===== src/rtl/wb_port_arbiter.sv =====
// Register-file write-port arbiter: shares the integer and FP write ports between the
// in-order writeback pipe and a FIFO of long-latency results, with starvation and WAW handling.
module wb_port_arbiter #(
    parameter int FIFO_DEPTH = 2,
    parameter int STARVE_MAX = 4,
    parameter int DATA_W     = 32
) (
    input  logic                            clk,
    input  logic                            reset,
    input  logic                            pipe_valid,
    input  logic                            pipe_fp,
    input  logic [4:0]                      pipe_rd,
    input  logic [DATA_W-1:0]               pipe_data,
    output logic                            pipe_stall,
    input  logic                            lng_valid,
    output logic                            lng_ready,
    input  logic                            lng_fp,
    input  logic [4:0]                      lng_rd,
    input  logic [DATA_W-1:0]               lng_data,
    input  logic                            halted,
    output logic                            reg_we,
    output logic [4:0]                      reg_wnum,
    output logic [DATA_W-1:0]               reg_wdata,
    output logic                            freg_we,
    output logic [4:0]                      freg_wnum,
    output logic [DATA_W-1:0]               freg_wdata,
    output logic [$clog2(FIFO_DEPTH):0]     pending_cnt,
    output logic                            drained
);

    localparam int AW = $clog2(FIFO_DEPTH);
    localparam int CW = AW + 1;
    localparam int SW = $clog2(STARVE_MAX + 1);

    logic [FIFO_DEPTH-1:0] q_fp;
    logic [FIFO_DEPTH-1:0] q_killed;
    logic [4:0]            q_rd   [FIFO_DEPTH];
    logic [DATA_W-1:0]     q_data [FIFO_DEPTH];
    logic [AW-1:0]         rd_ptr;
    logic [AW-1:0]         wr_ptr;
    logic [SW-1:0]         starve_cnt;
    logic [SW-1:0]         starve_next;

    logic              h_vld, h_live, h_fp, h_killed;
    logic [4:0]        h_rd;
    logic [DATA_W-1:0] h_data;
    logic              push, pop, grant_h, grant_p, stall;
    logic              int_we, fp_we;
    logic [4:0]        int_num, fp_num;
    logic [DATA_W-1:0] int_data, fp_data;

    assign h_vld    = (pending_cnt != '0);
    assign h_fp     = q_fp[rd_ptr];
    assign h_killed = q_killed[rd_ptr];
    assign h_rd     = q_rd[rd_ptr];
    assign h_data   = q_data[rd_ptr];
    // A killed head is dropped without taking a port, so pipe sees an empty FIFO.
    assign h_live   = h_vld && !h_killed;

    assign lng_ready  = (pending_cnt < CW'(FIFO_DEPTH)) && !halted;
    assign push       = lng_valid && lng_ready;
    assign pop        = h_vld && (h_killed || grant_h);
    assign pipe_stall = stall;

    always_comb begin
        grant_h     = 1'b0;
        grant_p     = 1'b0;
        stall       = 1'b0;
        starve_next = '0;
        if (h_live && pipe_valid) begin
            if (h_fp != pipe_fp) begin
                grant_h = 1'b1;
                grant_p = 1'b1;
            end else if (starve_cnt < SW'(STARVE_MAX)) begin
                grant_p     = 1'b1;
                starve_next = starve_cnt + 1'b1;
            end else begin
                grant_h = 1'b1;
                stall   = 1'b1;
            end
        end else begin
            grant_h = h_live;
            grant_p = pipe_valid;
        end
    end

    always_comb begin
        int_we   = 1'b0;
        int_num  = '0;
        int_data = '0;
        fp_we    = 1'b0;
        fp_num   = '0;
        fp_data  = '0;
        if (grant_h) begin
            if (h_fp) begin
                fp_we   = 1'b1;
                fp_num  = h_rd;
                fp_data = h_data;
            end else begin
                int_we   = 1'b1;
                int_num  = h_rd;
                int_data = h_data;
            end
        end
        if (grant_p) begin
            if (pipe_fp) begin
                fp_we   = 1'b1;
                fp_num  = pipe_rd;
                fp_data = pipe_data;
            end else begin
                int_we   = 1'b1;
                int_num  = pipe_rd;
                int_data = pipe_data;
            end
        end
    end

    always_ff @(posedge clk or posedge reset) begin
        if (reset) begin
            q_fp        <= '0;
            q_killed    <= '0;
            for (int unsigned i = 0; i < FIFO_DEPTH; i++) begin
                q_rd[i]   <= '0;
                q_data[i] <= '0;
            end
            rd_ptr      <= '0;
            wr_ptr      <= '0;
            pending_cnt <= '0;
            starve_cnt  <= '0;
        end else begin
            for (int unsigned i = 0; i < FIFO_DEPTH; i++) begin
                if (grant_p && (q_fp[i] == pipe_fp) && (q_rd[i] == pipe_rd))
                    q_killed[i] <= 1'b1;
            end
            // Push comes after the kill loop so a same-cycle accept takes its own kill flag.
            if (push) begin
                q_fp[wr_ptr]     <= lng_fp;
                q_rd[wr_ptr]     <= lng_rd;
                q_data[wr_ptr]   <= lng_data;
                q_killed[wr_ptr] <= grant_p && (lng_fp == pipe_fp) && (lng_rd == pipe_rd);
                wr_ptr           <= wr_ptr + 1'b1;
            end
            if (pop)
                rd_ptr <= rd_ptr + 1'b1;
            pending_cnt <= pending_cnt + CW'(push) - CW'(pop);
            starve_cnt  <= starve_next;
        end
    end

    always_ff @(posedge clk or posedge reset) begin
        if (reset) begin
            reg_we     <= 1'b0;
            reg_wnum   <= '0;
            reg_wdata  <= '0;
            freg_we    <= 1'b0;
            freg_wnum  <= '0;
            freg_wdata <= '0;
            drained    <= 1'b0;
        end else begin
            reg_we  <= int_we && (int_num != 5'd0);
            freg_we <= fp_we;
            if (int_we) begin
                reg_wnum  <= int_num;
                reg_wdata <= int_data;
            end
            if (fp_we) begin
                freg_wnum  <= fp_num;
                freg_wdata <= fp_data;
            end
            drained <= halted && (pending_cnt == '0);
        end
    end

endmodule

===== config.mk =====
export PLATFORM = sky130hd
export DESIGN_NAME = wb_port_arbiter
export DESIGN_NICKNAME = d
export VERILOG_FILES = /design/src/rtl/wb_port_arbiter.sv
export SDC_FILE = /design/constraint.sdc
export NUM_CORES = 1
export LEC_CHECK = 0
export CELL_PAD_IN_SITES_DETAIL_PLACEMENT = 1
export CELL_PAD_IN_SITES_GLOBAL_PLACEMENT = 2
export CORE_ASPECT_RATIO = 0.7
export CORE_MARGIN = 2
export CORE_UTILIZATION = 38
export CTS_CLUSTER_DIAMETER = 150
export DETAILED_ROUTE_END_ITERATION = 12
export DONT_BUFFER_PORTS = 1
export GPL_ROUTABILITY_DRIVEN = 0
export MAX_ROUTING_LAYER = met4
export PLACE_DENSITY = 0.82
export SYNTH_ARGS = -nofsm -noshare
export SYNTH_HDL_FRONTEND = slang
export SYNTH_SLANG_ARGS = --single-unit

===== constraint.sdc =====
create_clock -name clk -period 5.5 [get_ports clk]
set_input_delay 0.825 -clock clk [delete_from_list [all_inputs] [get_ports clk]]
set_output_delay 0.825 -clock clk [all_outputs]
set_load 0.005 [all_outputs]

; Word-level counts from Yosys, hierarchy flattened
; Index checks and enable logic that the tools add are counted.
[classes]
mux = 58
eq_ne = 7
n_lt_le_gt_ge = 8
n_shift = 0
reduce_logical = 21
multipliers = 0
add_sub_neg = 5
bitwise = 2
div_mod_pow = 0
[ops]
columns = op, count
row1 = $mux 32, 12
row2 = $bwmux 64, 1
row3 = $mux 5, 12
row4 = $demux 32 s1, 1
row5 = $mux 1, 23
row6 = $eq 5x5->1, 3
row7 = $logic_and 1x1->1, 15
row8 = $bwmux 10, 1
row9 = $mux 3, 3
row10 = $demux 5 s1, 1
row11 = $reduce_bool 5->1, 1
row12 = $bwmux 2, 2
row13 = $ge 2x2->1 const B, 2
row14 = $lt 1x2->1 const B, 2
row15 = $not 1->2, 2
row16 = $add 3x1->3 const B, 1
row17 = $eq 1x1->1, 3
row18 = $lt 3x3->1 const B, 1
row19 = $add 1x1->1 const B, 2
row20 = $add 2x1->2, 1
row21 = $logic_not 1->1, 2
row22 = $logic_not 2->1, 1
row23 = $lt 2x1->1 const B, 1
row24 = $lt 2x2->1 const B, 1
row25 = other kinds (7), 7
[totals]
regBits = 162
output_inout_bits = 81
romBits = 0
latchBits = 0
mem_count = 0
ramBits = 0

; Depth between registers and ports, before layout
[logic_depth]
depth_word = 11
depth_mapped = 10
depth_no_buf = 9

; Worst setup path after synthesis
; OpenSTA, ideal clock, no wires.
[synth_path]
kind = input port to flip-flop
startpoint = input pipe_fp
endpoint = register pending_cnt[1]
path_buffers = 1
cell_stages = 9
arrival_ns = 2.191
setup_ns = 0.080
setup_slack_ns = 3.229
path_cell_list = buf_2 > xnor2_2 > nor2_1 > a21oi_1 > ha_1 > inv_1 > ha_1 > xnor2_1 > xnor2_1
[synth_between]
elab_chain_len = 6
[synth_lines]
columns = item, line_no
row1 = start: declaration, 11  ; input logic pipe_fp,
row2 = $ne 1x1->1, 71  ; if (h_fp != pipe_fp) begin
row3 = $mux 1, 71
row4 = $mux 1, 70  ; if (h_live && pipe_valid) begin
row5 = $logic_or 1x1->1, 62  ; assign pop = h_vld && (h_killed || grant_h);
row6 = $logic_and 1x1->1, 62
row7 = via pop, 47  ; logic push, pop, grant_h, grant_p, stall;
row8 = $sub 2x1->2, 145  ; pending_cnt <= pending_cnt + CW'(push) - CW'(pop);
row9 = end signal: assignment, 145
row10 = end: declaration, 27  ; output logic [$clog2(FIFO_DEPTH):0] pending_cnt,
; The timed path passes the listed nets, and every way through them passes these cells.
; A chain may end at the register's enable or synchronous reset.

; Worst setup path in the final report
[layout_path]
startpoint = register rd_ptr
endpoint = output pipe_stall
[layout_between]
elab_chain_len = 6
elab_cells_between_ends = 10
classes_between = eq/ne: 1 / mux: 6 / reduce/logical: 3
[layout_lines]
columns = item, line_no
row1 = start: declaration, 39  ; logic [AW-1:0] rd_ptr;
row2 = start signal: assignment, 144  ; rd_ptr <= rd_ptr + 1'b1;
row3 = $mux 1 (not written as such) (2 in series), 54  ; assign h_killed = q_killed[rd_ptr];
row4 = $logic_not 1->1, 58  ; assign h_live = h_vld && !h_killed;
row5 = $logic_and 1x1->1, 58
row6 = $logic_and 1x1->1, 70
row7 = $mux 1 *, 70
row8 = end: declaration, 14  ; output logic pipe_stall,
; Mark *: on every way between the ends. The rest lies on a longest branch, timed or not. The select of a mux whose other input is x is not followed.

==> metrics.md <==
| Metric | Value |
|---|---|
| Total detailed-routing wirelength | `20,070 um` |
| Adder-cell share of the synthesized area | `0.005227` |
| Num CTS Buffers | `17` |
| Mean routed wirelength per cell | `25.30 um` |
| # fillers | `1,909` |
| Die Span X | `168.3 um` |
| Critical path class | `flop to output port` |
| Synthesized area | `7181 um^2` |
| # hold bufs at CTS | `0` |
| Vias in the first global route | `5,179` |
| Complex-gate fraction of the synthesized area | `0.1269` |
| Final min period | `3.638 ns` |
| Clk_skew | `0.01406 ns` |
| Setup WS pre-CTS | `2.302 ns` |
| Setup ws final | `1.862 ns` |
| Cell Pwr Density | `662.0 nW/um^2` |
| Slew @ Worst Pin | `1.356 ns` |
| Asr flop ratio synth | `1.000` |
| Max_cap viols | `0` |
| CTS sink count | `162` |
| Layout cells sized above 1 | `0.2396` |
| FF-to-FF setup slack | `2.33 ns` |
| Post-synthesis cell type count | `43` |
| Outcome | `completed` |
| H-Tree Depth | `4` |
| Clock Tree Buf Depth | `2` |
| Grt ovf | `0` |
| Initial antenna violation count | `0` |
| Final total power | `5.313 mW` |
| Simple-Gate Fraction of Synth Area | `0.05907` |
| Number of diodes | `0` |
| RSZ-0062 raised after global routing | `false` |
| Largest net degree at the start of global routing | `71` |
| Core footprint | `18,710 um^2` |
| Yosys warnings | `0` |
| Tot GR Track Use | `0.2157` |
| First-pass GRT wire length | `31,620 um` |
| Worst setup endpoint | `pipe_stall` |
| Port bufs | `0` |
| Max-slew violations | `0` |
| Period utilisation layout | `0.6615` |
| Via density | `5.904` |
| Vias after detailed routing | `4,682` |
| Clock transition at path regs | `0.07 ns` |
| Mapped Nets | `640` |
| Layout area overhead | `11.78%` |
| Iter 0 DRT Violations | `256` |
| TritonCTS clock tree | `built` |
| Max IR drop VDD | `0.2696 mV` |
| # setup viols final | `0` |
| Worst setup EP type | `output port` |
| Final setup TNS | `0 ns` |
| Number of flops mapped to enable cells by yosys | `0` |
| DR pass1 iterations | `4` |
| Slew HR | `0.08841` |
| HPWL after detailed placement | `13,160 um` |
| Mapped Cells | `556` |
| Type of origin of the critical path | `flop` |
| Die H | `119.0 um` |
| Leak Pwr | `3.467 nW` |
| PostCTS Resize Cnt | `0` |
| Largest family of logic cells by synthesized area | `multiplexers` |
| Later-pin clock latency in the skew report | `0.43 ns` |
| Drt drc | `0` |
| Endpoints failing hold | `0` |
| Reg area | `4055 um^2` |
| Peak Freq | `274.9 MHz` |
| Proportion of synthesized chip area in sequential cells | `0.5646` |
| IO Pins | `162` |
| Critical Path Source | `rd_ptr` |
| FP Rows | `42` |
| Initial Utilization | `0.3838` |
| FF-to-FF Start | `rd_ptr` |
| Post-synthesis xor/xnor area fraction | `0.02788` |
| Die area | `20,030 um^2` |
| Worst R2R Path Depth | `5` |
| Arr. time, crit path | `2.81 ns` |
| Req. time, crit path | `4.68 ns` |
| Mean post-synth cell area | `12.91 um^2` |
| Top FF cell, synth | `dfrtp_1` |
| Multi-input gate area | `2982 um^2` |
| CP max FO | `31` |
| Flops & latches, synth | `162` |
| Worst Hold Class | `primary input to async pin` |
| Crit Reg-Reg Endpoint | `freg_wdata[14]` |
| Mux cell area share after synthesis | `0.1861` |
| # Post-CTS Setup Buffers | `0` |
| Root Buffer | `clkbuf_16` |
| Fin nets | `623` |
| Antenna Violating Nets Remaining | `0` |
-- metrics by stage --
stage | instances | hold slack [ns] | utilization | instance area [um^2]
finish | 793 | 0.3462 | 0.4290 | 8026
global route | 793 | 0.3932 | 0.4290 | 8026
CTS | 793 | 0.3688 | 0.4290 | 8026
detailed placement | 762 | 0.4596 | 0.3966 | 7420
global placement | 762 | 0.4333 | 0.3966 | 7420
floorplan | 556 | 0.4176 | - | 7181
-- cell type report --
type | count | share of cell area
flip-flops and latches | 162 | 0.5052
multi-input cells | 345 | 0.3715
clock buffers | 21 | 0.05737
well taps | 242 | 0.03772
clock inverters | 10 | 0.01824
repair buffers | 7 | 0.006547
inverters | 6 | 0.003429
-- cell families (layout without fill, tap and decap cells) --
family | count (synthesis) | after routing
DFF | 162 | 162
adders and majority gates | 3 | 3
and+or+nand+nor | 97 | 97
AOI/OAI and AO/OA | 102 | 102
muxes | 121 | 121
xor gates and xnor gates | 22 | 22
buffers and inverters | 49 | 44
-- per-layer routing --
layer | vias up | share of wire | GRT usage
met5 | - | 0 | -
met4 | 0 | 0.0085 | 0.05119
met3 | 16 | 0.097 | 0.08408
met2 | 203 | 0.44 | 0.3189
met1 | 2439 | 0.45 | 0.2804
li1 | 2024 | - | -
-- synthesized netlist by cell type (all sizes together) (2+ instances only) --
| cell | count | area, um^2 |
|---|---|---|
| a21oi | 6 | 30.03 |
| a221o | 62 | 620.6 |
| a22oi | 7 | 52.55 |
| a31oi | 2 | 18.77 |
| and3 | 6 | 37.54 |
| buf | 29 | 142.6 |
| clkbuf | 14 | 52.55 |
| dfrtp | 162 | 4054 |
| ha | 3 | 37.54 |
| inv | 6 | 22.52 |
| mux2 | 80 | 900.9 |
| mux2i | 41 | 435.4 |
| nand2 | 4 | 15.01 |
| nand2b | 2 | 12.51 |
| nor2 | 71 | 266.5 |
| nor3 | 3 | 15.01 |
| nor3b | 2 | 15.01 |
| nor4 | 4 | 25.02 |
| o2111ai | 2 | 23.77 |
| o211ai | 3 | 22.52 |
| o21ai | 8 | 40.04 |
| o221a | 2 | 22.52 |
| o22ai | 3 | 18.77 |
| xnor2 | 10 | 95.10 |
| xor2 | 12 | 105.1 |
-- cells in the final DEF, fill, tap and decap left out, drive strengths merged, types with 3 or more instances in the layout --
| cell type | count |
|---|---|
| dfrtp | 162 |
| mux2 | 80 |
| nor2 | 71 |
| a221o | 62 |
| mux2i | 41 |
| clkbuf | 21 |
| xor2 | 12 |
| xnor2 | 10 |
| inv | 10 |
| o21ai | 8 |
| a22oi | 7 |
| buf | 7 |
| a21oi | 6 |
| and3 | 6 |
| nand2 | 4 |
| nor4 | 4 |
| o211ai | 3 |
| nor3 | 3 |
| o22ai | 3 |
| ha | 3 |
| bufinv | 3 |
-- flip-flops by register name, indices dropped and copies added, names as in the netlist --
name         count
reg_wnum         5
q_rd            10
starve_cnt       3
rd_ptr           1
freg_we          1
q_fp             2
q_killed         2
freg_wdata      32
drained          1
pending_cnt      2
reg_wdata       32
freg_wnum        5
reg_we           1
q_data          64
wr_ptr           1
-- report_power, final --
part           leakage, nW  switching (mW)  internal (mW)  total [mW]
combinational         1.20           0.933          0.856        1.79
clock                0.295           0.504          0.743        1.25
sequential            1.98           0.500           1.78        2.28
total                 3.47            1.94           3.38        5.31
-- critical path: stages (launching register included) --
cell and delay (ns):
dfrtp_2 0.70, buf_4 0.55, mux2i_4 0.55, nand2_1 0.21, nor3b_1 0.31
-- worst min-delay path by stage --
stage | depth (start not counted) | endpoint | start | slack [ns]
6_report | 1 | wr_ptr | reset | 0.35
5_1_grt | 1 | wr_ptr | reset | 0.39
3_3_place_gp | 1 | starve_cnt[0] | starve_cnt[0] | 0.43
2_1_floorplan | 1 | starve_cnt[0] | starve_cnt[0] | 0.42
4_1_cts | 1 | pending_cnt[0] | reset | 0.37
3_5_place_dp | 1 | starve_cnt[0] | starve_cnt[0] | 0.46
Note: power is estimated with default switching activity, not from simulation.
